File: src/rtl/rv64g_pkg.sv
// Shared RV64G decode/issue types.
//   NUM_REGS        : architectural registers tracked (x0-x31, f0-f31)
//   NUM_OUTSTANDING : default cap on issued-but-unretired register writers
//   decoded_instr_t : decoder output consumed by the issue scoreboard
//   issue_state_t   : issue FSM states
package rv64g_pkg;

  localparam int unsigned NUM_REGS        = 64;
  localparam int unsigned REG_IDX_W       = $clog2(NUM_REGS);
  localparam int unsigned NUM_OUTSTANDING = 7;

  typedef enum logic [2:0] {
    OP_NONE,
    OP_ALU,
    OP_LOAD,
    OP_STORE,
    OP_BRANCH,
    OP_JUMP,
    OP_FPU,
    OP_SYSTEM
  } op_class_t;

  // reg_req lists every register the instruction must not race with
  // (its sources and its destination); the decoder builds it.
  typedef struct packed {
    logic [63:0]          pc;
    logic [63:0]          imm;
    op_class_t            op;
    logic [REG_IDX_W-1:0] rd;
    logic [REG_IDX_W-1:0] rs1;
    logic [REG_IDX_W-1:0] rs2;
    logic [REG_IDX_W-1:0] rs3;
    logic [NUM_REGS-1:0]  reg_req;
    logic                 jump;
  } decoded_instr_t;

  typedef enum logic {
    ISSUE,
    BR_WAIT
  } issue_state_t;

endpackage

File: src/rtl/rv64g_reg_lock_table.sv
// Register lock vector and outstanding-writer counter.
//   clk_i, arst_ni        : clock, asynchronous active-low reset
//   set_valid_i, set_rd_i : lock a destination register on issue (rd 0 ignored)
//   clr_valid_i, clr_rd_i : writeback release (ignored for unlocked registers)
//   locks_o               : current lock vector
//   outstanding_o         : number of locked, unretired writers
module rv64g_reg_lock_table
  import rv64g_pkg::*;
#(
  parameter int unsigned MAX_OUTSTANDING = NUM_OUTSTANDING
) (
  input  logic                                   clk_i,
  input  logic                                   arst_ni,
  input  logic                                   set_valid_i,
  input  logic [REG_IDX_W-1:0]                   set_rd_i,
  input  logic                                   clr_valid_i,
  input  logic [REG_IDX_W-1:0]                   clr_rd_i,
  output logic [NUM_REGS-1:0]                    locks_o,
  output logic [$clog2(MAX_OUTSTANDING+1)-1:0]   outstanding_o
);

  localparam int unsigned CNT_W = $clog2(MAX_OUTSTANDING + 1);

  logic [NUM_REGS-1:0] locks_q, locks_d;
  logic [CNT_W-1:0]    cnt_q, cnt_d;
  logic                set_en, clr_en;

  assign set_en = set_valid_i && (set_rd_i != '0);
  assign clr_en = clr_valid_i && locks_q[clr_rd_i];

  // Set is applied after clear so a same-cycle lock/release of one
  // register leaves it locked.
  always_comb begin
    locks_d = locks_q;
    if (clr_en) locks_d[clr_rd_i] = 1'b0;
    if (set_en) locks_d[set_rd_i] = 1'b1;
  end

  always_comb begin
    cnt_d = cnt_q;
    case ({set_en, clr_en})
      2'b10:   cnt_d = cnt_q + CNT_W'(1);
      2'b01:   cnt_d = cnt_q - CNT_W'(1);
      default: cnt_d = cnt_q;
    endcase
  end

  always_ff @(posedge clk_i or negedge arst_ni) begin
    if (!arst_ni) begin
      locks_q <= '0;
      cnt_q   <= '0;
    end else begin
      locks_q <= locks_d;
      cnt_q   <= cnt_d;
    end
  end

  assign locks_o       = locks_q;
  assign outstanding_o = cnt_q;

endmodule

File: src/rtl/rv64g_issue_scoreboard.sv
// In-order issue stage with a one-entry holding register and register
// scoreboard.
//   clk_i, arst_ni                       : clock, asynchronous active-low reset
//   instr_in_i/_valid_i/_ready_o         : decoder-side handshake
//   instr_out_o/_valid_o/_ready_i        : execute-side handshake
//   wb_valid_i, wb_rd_i                  : writeback release of a register
//   br_done_i                            : issued jump/branch resolved
//   flush_i                              : discard the held, unissued instruction
//   locks_o, outstanding_o               : scoreboard state
module rv64g_issue_scoreboard
  import rv64g_pkg::*;
#(
  parameter int unsigned MAX_OUTSTANDING = NUM_OUTSTANDING
) (
  input  logic                                   clk_i,
  input  logic                                   arst_ni,
  input  decoded_instr_t                         instr_in_i,
  input  logic                                   instr_in_valid_i,
  output logic                                   instr_in_ready_o,
  output decoded_instr_t                         instr_out_o,
  output logic                                   instr_out_valid_o,
  input  logic                                   instr_out_ready_i,
  input  logic                                   wb_valid_i,
  input  logic [5:0]                             wb_rd_i,
  input  logic                                   br_done_i,
  input  logic                                   flush_i,
  output logic [NUM_REGS-1:0]                    locks_o,
  output logic [$clog2(MAX_OUTSTANDING+1)-1:0]   outstanding_o
);

  localparam int unsigned    CNT_W   = $clog2(MAX_OUTSTANDING + 1);
  localparam logic [CNT_W-1:0] MAX_CNT = CNT_W'(MAX_OUTSTANDING);

  issue_state_t   state_q, state_d;
  logic           hold_valid_q, hold_valid_d;
  decoded_instr_t hold_instr_q, hold_instr_d;

  logic             in_fire, out_fire;
  logic [NUM_REGS-1:0] locks;
  logic [CNT_W-1:0] outstanding;

  rv64g_reg_lock_table #(
    .MAX_OUTSTANDING(MAX_OUTSTANDING)
  ) u_lock_table (
    .clk_i         (clk_i),
    .arst_ni       (arst_ni),
    .set_valid_i   (out_fire),
    .set_rd_i      (hold_instr_q.rd),
    .clr_valid_i   (wb_valid_i),
    .clr_rd_i      (wb_rd_i),
    .locks_o       (locks),
    .outstanding_o (outstanding)
  );

  // Issue decision uses registered state only, so a release is visible
  // one cycle later and no writeback-to-issue combinational path exists.
  assign instr_out_valid_o = hold_valid_q
                          && (state_q == ISSUE)
                          && ((hold_instr_q.reg_req & locks) == '0)
                          && (outstanding < MAX_CNT)
                          && (!hold_instr_q.jump || (outstanding == '0));

  assign out_fire         = instr_out_valid_o && instr_out_ready_i;
  assign instr_in_ready_o = !flush_i && (!hold_valid_q || out_fire);
  assign in_fire          = instr_in_valid_i && instr_in_ready_o;

  always_comb begin
    state_d      = state_q;
    hold_valid_d = hold_valid_q;
    hold_instr_d = hold_instr_q;

    case (state_q)
      ISSUE:   if (out_fire && hold_instr_q.jump) state_d = BR_WAIT;
      BR_WAIT: if (br_done_i) state_d = ISSUE;
      default: state_d = ISSUE;
    endcase

    if (out_fire) hold_valid_d = 1'b0;
    if (in_fire) begin
      hold_valid_d = 1'b1;
      hold_instr_d = instr_in_i;
    end

    if (flush_i) begin
      hold_valid_d = 1'b0;
      state_d      = ISSUE;
    end
  end

  always_ff @(posedge clk_i or negedge arst_ni) begin
    if (!arst_ni) begin
      state_q      <= ISSUE;
      hold_valid_q <= 1'b0;
      hold_instr_q <= '0;
    end else begin
      state_q      <= state_d;
      hold_valid_q <= hold_valid_d;
      hold_instr_q <= hold_instr_d;
    end
  end

  assign instr_out_o   = hold_instr_q;
  assign locks_o       = locks;
  assign outstanding_o = outstanding;

endmodule

File: config.mk
export PLATFORM = sky130hd
export DESIGN_NAME = rv64g_issue_scoreboard
export DESIGN_NICKNAME = d
export VERILOG_FILES = /design/src/rtl/rv64g_pkg.sv /design/src/rtl/rv64g_reg_lock_table.sv /design/src/rtl/rv64g_issue_scoreboard.sv
export SDC_FILE = /design/constraint.sdc
export NUM_CORES = 1
export LEC_CHECK = 0
export CAP_MARGIN = 20
export CORE_ASPECT_RATIO = 1.1
export CORE_MARGIN = 10
export CORE_UTILIZATION = 31
export DETAILED_ROUTE_END_ITERATION = 6
export GPL_TIMING_DRIVEN = 0
export PLACE_DENSITY = 0.65
export SLEW_MARGIN = 15
export SYNTH_ARGS = -nofsm -noshare
export SYNTH_HDL_FRONTEND = slang
export SYNTH_SLANG_ARGS = --single-unit
File: constraint.sdc
create_clock -name clk_i -period 4.1 [get_ports clk_i]
set_clock_uncertainty 0.2 [all_clocks]
set_input_delay 0.82 -clock clk_i [delete_from_list [all_inputs] [get_ports clk_i]]
set_output_delay 0.82 -clock clk_i [all_outputs]
set_load 0.05 [all_outputs]
# Word-level counts from Yosys, hierarchy flattened
# Cells that the tools add are included.
op_classes:
  n_addsub: 2
  n_lt_le_gt_ge: 5
  n_eq_ne: 2
  n_mux: 16
  bitwise_logic: 5
  n_reduce_logical: 22
ops:
  columns: ["cell", "n"]
  rows:
  - ["64-bit AND", 2]
  - ["64-bit two-way mux", 2]
  - ["64-bit logical NOT", 1]
  - ["64-bit inverter", 1]
  - ["64-bit bitwise OR", 1]
  - ["6-bit by 7-bit < comparator with 1-bit output, second input constant", 2]
  - ["1-bit demux with 6-bit select", 2]
  - ["6-bit by 1-bit greater-or-equal comparator with 1-bit output, second input constant", 2]
  - ["1-bit logical AND", 12]
  - ["1-bit two-way mux", 9]
  - ["1-bit binary-select mux with 6-bit select", 1]
  - ["3-bit case mux with 2 select lines", 1]
  - ["6-bit nonzero test", 1]
  - ["3-bit by 1-bit adder with 3-bit output, second input constant", 1]
  - ["1-bit logical NOT", 3]
  - ["3-bit logical NOT", 1]
  - ["3-bit < comparator, second input constant", 1]
  - ["3-bit nonzero test", 1]
  - ["3-bit by 1-bit subtractor with 3-bit output, second input constant", 1]
  - ["2-bit by 1-bit equality test with 1-bit output, second input constant", 1]
  - ["2-bit equality test, second input constant", 1]
  - ["1-bit logical OR", 2]
  - ["1-bit case mux with 2 select lines", 1]
  - ["2-bit nonzero test", 1]
  - ["1-bit inverter", 1]
totals:
  ff_bits: 289
  input_bits: 233
  output_inout_bits: 289
  wordCells: 65

# Logic depth before layout (Yosys ltp)
# Gate-level depths: netlist of the first run.
depth:
  word_depth: 11
  mapped_depth: 17
  depth_no_buf: 12

# Modules after synthesis
# From an unflattened synthesis of the first run, not the netlist that was laid out.
hier_totals:
  cells_unflattened: 908
  area_unflattened_um2: 13260.2
modules_own_cells:
  columns: ["module", "instances", "cells_per_inst", "area_each_um2", "seq_area_each_um2"]
  rows:
  - ["rv64g_issue_scoreboard", 1, 548, 9743.1, 5555.3]
  - ["rv64g_reg_lock_table", 1, 360, 3517.1, 1676.6]

# Worst setup path before layout of the first run
# OpenSTA, ideal clock, no wires.
synth_timing:
  kind: "register -> output"
  start: "reg hold_instr_q, in the netlist instr_out_o[10]"
  end: "out instr_in_ready_o"
  t_arrival_ns: 3.179
  t_required_ns: 3.080
  setup_slack_ns: -0.099
  path_stages_with_launch: 9
  path_buffers: 2
  cell_sequence: "dfrtp_1 -> a22o_1 -> a221oi_1 -> and4_1 -> and4_1 -> nand2_1 -> clkbuf_1 -> clkbuf_1 -> a21oi_1"
synth_between:
  elab_chain_len: 8
synth_lines:
  columns: ["item", "line_no", "source"]
  rows:
  - ["start, declared", "rv64g_issue_scoreboard.sv:36", "decoded_instr_t hold_instr_q, hold_instr_d;"]
  - ["start signal, assigned", "rv64g_issue_scoreboard.sv:98", "hold_instr_q <= hold_instr_d;"]
  - ["64-bit AND", "rv64g_issue_scoreboard.sv:59", "&& ((hold_instr_q.reg_req & locks) == '0)"]
  - ["64-bit logical NOT", "rv64g_issue_scoreboard.sv:59", null]
  - ["1-bit logical AND", "rv64g_issue_scoreboard.sv:59", null]
  - ["1-bit logical AND", "rv64g_issue_scoreboard.sv:60", "&& (outstanding < MAX_CNT)"]
  - ["1-bit logical AND", "rv64g_issue_scoreboard.sv:61", "&& (!hold_instr_q.jump || (outstanding == '0));"]
  - ["net instr_out_valid_o", "rv64g_issue_scoreboard.sv:21", "output logic instr_out_valid_o,"]
  - ["1-bit logical AND", "rv64g_issue_scoreboard.sv:63", "assign out_fire = instr_out_valid_o && instr_out_ready_i;"]
  - ["1-bit logical OR", "rv64g_issue_scoreboard.sv:64", "assign instr_in_ready_o = !flush_i && (!hold_valid_q || out_fire);"]
  - ["1-bit logical AND", "rv64g_issue_scoreboard.sv:64", null]
  - ["end, declared", "rv64g_issue_scoreboard.sv:19", "output logic instr_in_ready_o,"]
# The timed path passes the listed nets, and every way through them passes these cells.

# Final worst setup path of the first run
layout_timing:
  start: "reg u_lock_table.locks_q[2], in the netlist u_lock_table.locks_o[2]"
  end: "out instr_out_valid_o"
layout_between:
  elab_chain_len: 5
layout_lines:
  columns: ["item", "line_no", "source"]
  rows:
  - ["start, declared", "rv64g_reg_lock_table.sv:24", "logic [NUM_REGS-1:0] locks_q, locks_d;"]
  - ["start signal, assigned", "rv64g_reg_lock_table.sv:53", "locks_q <= locks_d;"]
  - ["64-bit AND", "rv64g_issue_scoreboard.sv:59", null]
  - ["64-bit logical NOT", "rv64g_issue_scoreboard.sv:59", null]
  - ["1-bit logical AND", "rv64g_issue_scoreboard.sv:59", null]
  - ["1-bit logical AND", "rv64g_issue_scoreboard.sv:60", null]
  - ["1-bit logical AND", "rv64g_issue_scoreboard.sv:61", null]
  - ["end, declared", "rv64g_issue_scoreboard.sv:21", null]
# No other way between the ends.

==> flow_metrics.env, run 1 <==
export IMPL_arrival_ns=3.01
export IMPL_cts_sinks=289
export IMPL_final_nets=1794
export IMPL_dieArea_sq_mm=0.0490
export IMPL_layout_min_cycle_time_ns=4.03
export IMPL_fin_ws_ns=0.0693
export IMPL_syn_num_nets=1229
export IMPL_cts_buffers=36
export IMPL_wl_per_cell_um=26.3
export IMPL_antennaDiodeCount=0
export IMPL_vias=10700
export IMPL_die_x_um=212
export IMPL_drc=0
export IMPL_tightest_slew_ns=1.11
export IMPL_place_congestion=0.998
export IMPL_cts_root_buf="clkbuf_16"
export IMPL_ys_warn_count=0
export IMPL_num_fill_cells=3577
export IMPL_hpwl_mm=43.4
export IMPL_io_buffers=517
export IMPL_layout_drive_gt1_share=0.106
export IMPL_start_util=0.313
export IMPL_via_per_inst=5.12
export IMPL_drt_total_wl_mm=55.1
export IMPL_final_antenna_net_count=0
export IMPL_fmax_mhz=248
export IMPL_critPathLaunchType="register"
export IMPL_clk_pin_slew_worst_paths_ns=0.06
export IMPL_place_ws_ns=-0.815
export IMPL_tns_ns=0
export IMPL_placed_cells=2031
export IMPL_final_period_utilization=0.983
export IMPL_fin_hold_ws_ns=0.00790
export IMPL_synth_distinct_cells=53
export IMPL_crit_slowest_cell="clkdlybuf4s50_1"
export IMPL_first_pass_iters=7
export IMPL_track_usage=0.218
export IMPL_cp_max_fo=4
export IMPL_cts_buffer_depth=3
export IMPL_grt_pass1_vias=11100
export IMPL_boundaryPins=522
export IMPL_cts_max_level=2
export IMPL_grt_max_degree=85
export IMPL_grt_pass1_wl_mm=78.9
export IMPL_core_sq_mm=0.0402
export IMPL_final_cells=2095
export IMPL_endpoint_kind="primary output"
export IMPL_critPathKind="reg -> out"
export IMPL_slew_viol_final=0
export IMPL_synth_ff_type="dfrtp_1"
export IMPL_grt_overflow=0
export IMPL_synth_edf_count=0
export IMPL_finalSetupViolations=0
export IMPL_max_cap_viol_count=0
export IMPL_crit_chain="a22oi_2, nand4_1, nor2_2, and4_4, clkdlybuf4s50_1"
export IMPL_synthCells=994
export IMPL_rows=77
export IMPL_cts_tree="done"
export IMPL_area_growth_pct=58.2
export IMPL_cts_hold_buf=0
export IMPL_maxSlewHeadroom=0.257
export IMPL_p_per_area_mw_per_mm2=650
export IMPL_async_reset_ff_frac=1.00
export IMPL_crit_path_max_incr_delay_ns=0.84
export IMPL_die_y_um=231
export IMPL_synth_area_per_cell_sq_um=12.6
export IMPL_status="finished, final reports clean"
export IMPL_ys_ff_latch=289
export IMPL_yosysSeqAreaShare=0.575
export IMPL_netlist_area_sq_mm=0.0126
export IMPL_antenna_found_initial=1
export IMPL_first_iter_violations=899
export IMPL_critPathRequiredTime_ns=3.08
export IMPL_clock_latency_ns=0.55
export IMPL_holdCritPathClass="in -> async"
export IMPL_hold_viol=0
export IMPL_p_leak_nw=7.97
export IMPL_max_vdd_ir_drop_uv=541
-- worst max-delay path: cells and delay by family, from the launching register on --
kind / cells / cell delay [ns]
compound gates: 1 / 0.43
buf+inv: 1 / 0.84
flops: 1 / 0.42
simple gates: 3 / 0.77
-- cell usage after synthesis (2+ instances only) --
master / count / share of area
dfrtp_1: 289 / 0.58
mux2_1: 200 / 0.18
nand2_1: 137 / 0.041
o21ai_0: 116 / 0.046
a22oi_1: 23 / 0.014
buf_6: 23 / 0.021
mux2_2: 23 / 0.021
clkbuf_1: 19 / 0.0057
nor2_1: 19 / 0.0057
mux4_2: 10 / 0.018
nor3b_1: 9 / 0.0054
buf_1: 8 / 0.0024
o21ai_1: 8 / 0.0032
and3_1: 7 / 0.0035
nand3_1: 7 / 0.0028
a21oi_1: 6 / 0.0024
buf_2: 6 / 0.0024
nand4_1: 6 / 0.0030
o31ai_1: 6 / 0.0036
inv_1: 5 / 0.0015
mux2i_1: 5 / 0.0040
nor3_1: 5 / 0.0020
a221oi_1: 4 / 0.0028
a22o_1: 4 / 0.0028
and3b_1: 4 / 0.0028
nand2b_1: 4 / 0.0020
a31oi_1: 3 / 0.0015
and4_1: 3 / 0.0021
buf_4: 3 / 0.0018
clkbuf_2: 3 / 0.0012
a211oi_1: 2 / 0.0012
nand3b_1: 2 / 0.0012
nand4b_1: 2 / 0.0014
nor2b_1: 2 / 0.0010
o22ai_1: 2 / 0.0010
xor2_1: 2 / 0.0014
-- metal layers --
metal,part of all wire,track usage,vias to the layer above
met5,0.00020,0,-
met4,0.028,0.0702,2
met3,0.12,0.0922,94
met2,0.49,0.365,618
met1,0.37,0.246,5312
li1,-,-,4691
-- cells in the final DEF, fill, tap and decap left out, types with 4 or more instances in the layout --
master,netlist,layout
a21oi_1,6,5
a22oi_1,23,18
a22oi_2,0,5
and3_1,7,6
and3b_1,4,4
buf_1,8,6
buf_2,6,7
buf_4,3,10
buf_6,23,24
clkbuf_1,19,23
clkbuf_16,0,37
clkbuf_2,3,5
clkbuf_8,0,11
clkdlybuf4s50_1,0,514
dfrtp_1,289,288
inv_1,5,5
mux2_1,200,200
mux2_2,23,23
mux2i_1,5,5
mux4_2,10,10
nand2_1,137,136
nand2b_1,4,4
nand3_1,7,7
nand4_1,6,6
nor2_1,19,18
nor3b_1,9,5
nor3b_2,1,4
o21ai_0,116,116
o21ai_1,8,8
o31ai_1,6,6
-- through the flow --
| stage | total power [mW] | utilization | cell area, sq um |
|---|---|---|---|
| 6_report | 12.9 | 0.495 | 19900 |
| 5_1_grt | 13.4 | 0.495 | 19900 |
| 4_1_cts | 13.0 | 0.493 | 19800 |
| 3_5_place_dp | 9.66 | 0.461 | 18500 |
| 3_3_place_gp | 9.58 | 0.458 | 18400 |
| 2_1_floorplan | 7.20 | - | 12600 |
-- flip-flops by register name (all words and copies together) (netlist names) --
name	count
instr_out_o	220
u_lock_table.locks_o	64
u_lock_table.outstanding_o	3
hold_valid_q	1
state_q	1
-- what timing repair did --
action                     in CTS  in global routing
gates resized for setup        28                 11
hold endpoints to repair        0                  0
buffers inserted                0                  2
pin swaps                       0                  3
setup endpoints to repair       4                  4
-- cell type report --
type,instances,area (sq um),share of cell area
clock buffer,54,1090,0.0548
inverter,6,22.5,0.00113
buffer,61,453,0.0228
timing repair buffer,529,5330,0.268
sequential,289,7230,0.364
clock inverter,7,125,0.00629
tap,513,642,0.0323
multi-input combinational,636,4990,0.251
-- path summary, 6_finish.rpt --
check,to,slack [ns],depth (start not counted),startpoint
max in group asynchronous,instr_out_o[7],2.85,2,arst_ni
min in group clk_i,instr_out_o[138],0.28,1,instr_out_o[138]
setup / recovery,instr_out_valid_o,0.07,5,u_lock_table.locks_o[2]
hold reg to reg,instr_out_o[138],0.28,1,instr_out_o[138]
hold / removal,instr_out_o[143],0.008,1,arst_ni
setup reg to reg,u_lock_table.outstanding_o[2],0.40,13,u_lock_table.locks_o[4]
-- cell families after synthesis --
logic type                 count (synthesis)  synth area share
AOI/OAI and AO/OA                        183            0.0853
xor gates and xnor gates                   3           0.00209
adders and majority gates                  2           0.00259
buffers and inverters                     69            0.0370
DFF                                      289             0.575
muxes                                    238             0.222
and+or+nand+nor                          210            0.0759
-- power by group --
group,leakage [nW],internal [mW],switching (mW)
Sequential,3.53,3.50,0.614
Clock,0.596,2.02,1.25
Combinational,3.84,1.90,3.64
Power figures use the tool's default switching activity.
==> run 2, diff against run 1 <==
==> constraint.sdc (replaced) <==
create_clock -name clk_i -period 4.81 [get_ports clk_i]
set_clock_uncertainty 0.2 [all_clocks]
set_input_delay 0.962 -clock clk_i [delete_from_list [all_inputs] [get_ports clk_i]]
set_output_delay 0.962 -clock clk_i [all_outputs]
set_load 0.05 [all_outputs]
==> flow_metrics.env, run 2 (synthesis gave the netlist of run 1 again) <==
export IMPL_finalSetupViolations=0
export IMPL_final_nets=1787
export IMPL_crit_chain="a22oi_1, nand4_1, nor2_1, and4_1, nand2_1, clkbuf_2, a21oi_1, clkdlybuf4s15_2"
export IMPL_via_per_inst=5.16
export IMPL_area_growth_pct=56.6
export IMPL_rrSetupSlack_ns=1.13
export IMPL_slew_viol_final=0
export IMPL_grt_pass1_vias=11300
export IMPL_fmax_mhz=214
export IMPL_boundaryPins=522
export IMPL_final_antenna_net_count=0
export IMPL_maxSlewHeadroom=0.238
export IMPL_hold_viol=0
export IMPL_cts_buffer_depth=3
export IMPL_design_area_sq_mm=0.0197
export IMPL_clk_pin_slew_worst_paths_ns=0.06
export IMPL_place_ws_ns=-0.250
export IMPL_drt_total_wl_mm=55.7
export IMPL_r2r_start="u_lock_table.locks_o[2]"
export IMPL_reg2regPathDepth=11
export IMPL_p_per_area_mw_per_mm2=554
export IMPL_drc=0
export IMPL_die_y_um=231
export IMPL_crit_path_max_incr_delay_ns=0.48
export IMPL_die_x_um=212
export IMPL_final_common_cell="clkdlybuf4s50_1"
export IMPL_combPwrFrac=0.429
export IMPL_holdCritPathClass="in -> async"
export IMPL_final_period_utilization=0.970
export IMPL_io_buffers=517
export IMPL_max_vdd_ir_drop_uv=365
export IMPL_p_seq_frac=0.323
export IMPL_track_usage=0.219
export IMPL_cts_setup_buffers=0
export IMPL_critPathLaunchType="register"
export IMPL_wl_per_cell_um=26.6
export IMPL_cts_root_buf="clkbuf_16"
export IMPL_status="finished, final reports clean"
export IMPL_detailed_place_area_sq_mm=0.0185
export IMPL_endpoint_kind="primary output"
export IMPL_arrival_ns=3.51
export IMPL_cts_sinks=289
export IMPL_fin_ws_ns=0.143
export IMPL_r2r_end="u_lock_table.outstanding_o[1]"
export IMPL_start_util=0.313
export IMPL_power_switching_mw=4.69
export IMPL_layout_drive_gt1_share=0.0870
export IMPL_tightest_slew_ns=1.14
export IMPL_clock_latency_ns=0.55
export IMPL_cts_hold_buf=0
export IMPL_sw_frac_of_total=0.430
export IMPL_hpwl_mm=43.7
export IMPL_largest_register_ffs=220
export IMPL_clock_power_share=0.249
export IMPL_layout_min_cycle_time_ns=4.67
export IMPL_core_sq_mm=0.0402
export IMPL_cp_top_family="simple AND/OR/NAND/NOR gates"
export IMPL_grt_pass1_wl_mm=79.5
export IMPL_cp_num_buf_inv=2
export IMPL_internal_power_mw=6.21
export IMPL_critPathRequiredTime_ns=3.65
export IMPL_critPathKind="reg -> out"
export IMPL_p_leak_nw=7.84
export IMPL_max_cap_viol_count=0
export IMPL_rows=77
export IMPL_first_iter_violations=907
export IMPL_grt_overflow=0
export IMPL_cts_buffers=35
export IMPL_dieArea_sq_mm=0.0490
export IMPL_first_pass_iters=5
export IMPL_place_congestion=0.948
export IMPL_final_cell_mix="clkdlybuf4s50_1, dfrtp_1, mux2_1, nand2_1, o21ai_0"
export IMPL_rsz0062_at_grt="false"
export IMPL_placed_cells=2028
export IMPL_final_cells=2089
export IMPL_antenna_found_initial=3
export IMPL_cts_tree="done"
export IMPL_cts_max_level=2
export IMPL_cp_max_fo=19
export IMPL_grt_max_degree=77
export IMPL_vias=10800
export IMPL_crit_slowest_cell="a22oi_1"
## run 2: cell types whose count changed in the layout (fill, tap and decap cells not counted), sizes merged
| cell | previous run | this run |
|---|---|---|
| buf | 52 | 47 |
| clkbuf | 77 | 74 |
| clkinvlp | 0 | 2 |
| inv | 8 | 6 |
| clkdlybuf4s15 | 0 | 1 |
| clkdlybuf4s50 | 514 | 515 |
| diode | 0 | 1 |
| dlymetal6s2s | 1 | 0 |
## run 2: area by class of cell
| class | instances | area, sq um |
|---|---|---|
| timing repair buffer | 522 | 5280 |
| clock buffer | 53 | 1040 |
| inverter | 6 | 22.5 |
| clock inverter | 7 | 115 |
| buffer | 62 | 440 |
| fill | 3599 | 20500 |
| antenna | 1 | 2.50 |
| tap | 513 | 642 |
| multi-input combinational | 636 | 4910 |
| sequential | 289 | 7230 |
## run 2: metal layers
metal	up-vias	track usage	wire, um
li1	4678	-	-
met1	5335	0.245	20400
met2	660	0.378	27500
met3	98	0.0844	6220
met4	6	0.0686	1510
met5	-	0	37
## run 2: power groups by stage
stage          combinational (mW)  sequential [mW]  clock (mW)
2_1_floorplan               0.821             5.32           0
3_3_place_gp                 4.64             3.53           0
3_5_place_dp                 4.69             3.55           0
4_1_cts                      4.71             3.52        2.78
5_1_grt                      4.85             3.58        2.87
6_report                     4.67             3.51        2.71
## run 2: worst max path at each step
| stage | from | endpoint | cells after the start |
|---|---|---|---|
| 2_1_floorplan | instr_out_o[10] | instr_in_ready_o | 8 |
| 3_3_place_gp | arst_ni | instr_out_o[67] | 1 |
| 3_5_place_dp | u_lock_table.locks_o[3] | instr_in_ready_o | 9 |
| 4_1_cts | instr_out_o[40] | instr_in_ready_o | 7 |
| 5_1_grt | u_lock_table.locks_o[3] | instr_in_ready_o | 8 |
| 6_report | u_lock_table.locks_o[2] | instr_in_ready_o | 8 |
## run 2: through the flow
stage,total power [mW],TNS [ns],util,hold WS (ns)
floorplan,6.14,0,-,0.298
global placement,8.18,-2993.04,0.458,0.266
detailed placement,8.25,-0.501,0.461,0.274
CTS,11.0,0,0.490,0.180
global route,11.3,0,0.490,0.213
finish,10.9,0,0.490,0.171
## run 2: worst register-to-register path: cells and delay by family (launching register included)
kind / cells / cell delay, ns
flops: 1 / 0.44
fa+ha+maj: 2 / 0.60
compound gates: 2 / 0.76
buf+inv: 2 / 0.43
simple gates: 4 / 1.01
mux: 1 / 0.16
## run 2: what timing repair did
action	CTS	global route
gates resized for setup	5	1
endpoints found under the setup margin	1	1
endpoints found under the hold margin	0	0
cloned	0	0
==> run 3, diff against run 2 <==
--- a/config.mk
+++ b/config.mk
@@ -9,6 +9,7 @@
 export CORE_ASPECT_RATIO = 1.1
 export CORE_MARGIN = 10
 export CORE_UTILIZATION = 31
+export CTS_CLUSTER_SIZE = 28
 export DETAILED_ROUTE_END_ITERATION = 6
 export GPL_TIMING_DRIVEN = 0
 export PLACE_DENSITY = 0.65
==> results of run 3 <==
Same layout as run 2: the final DEF is identical, and so are final timing and power.
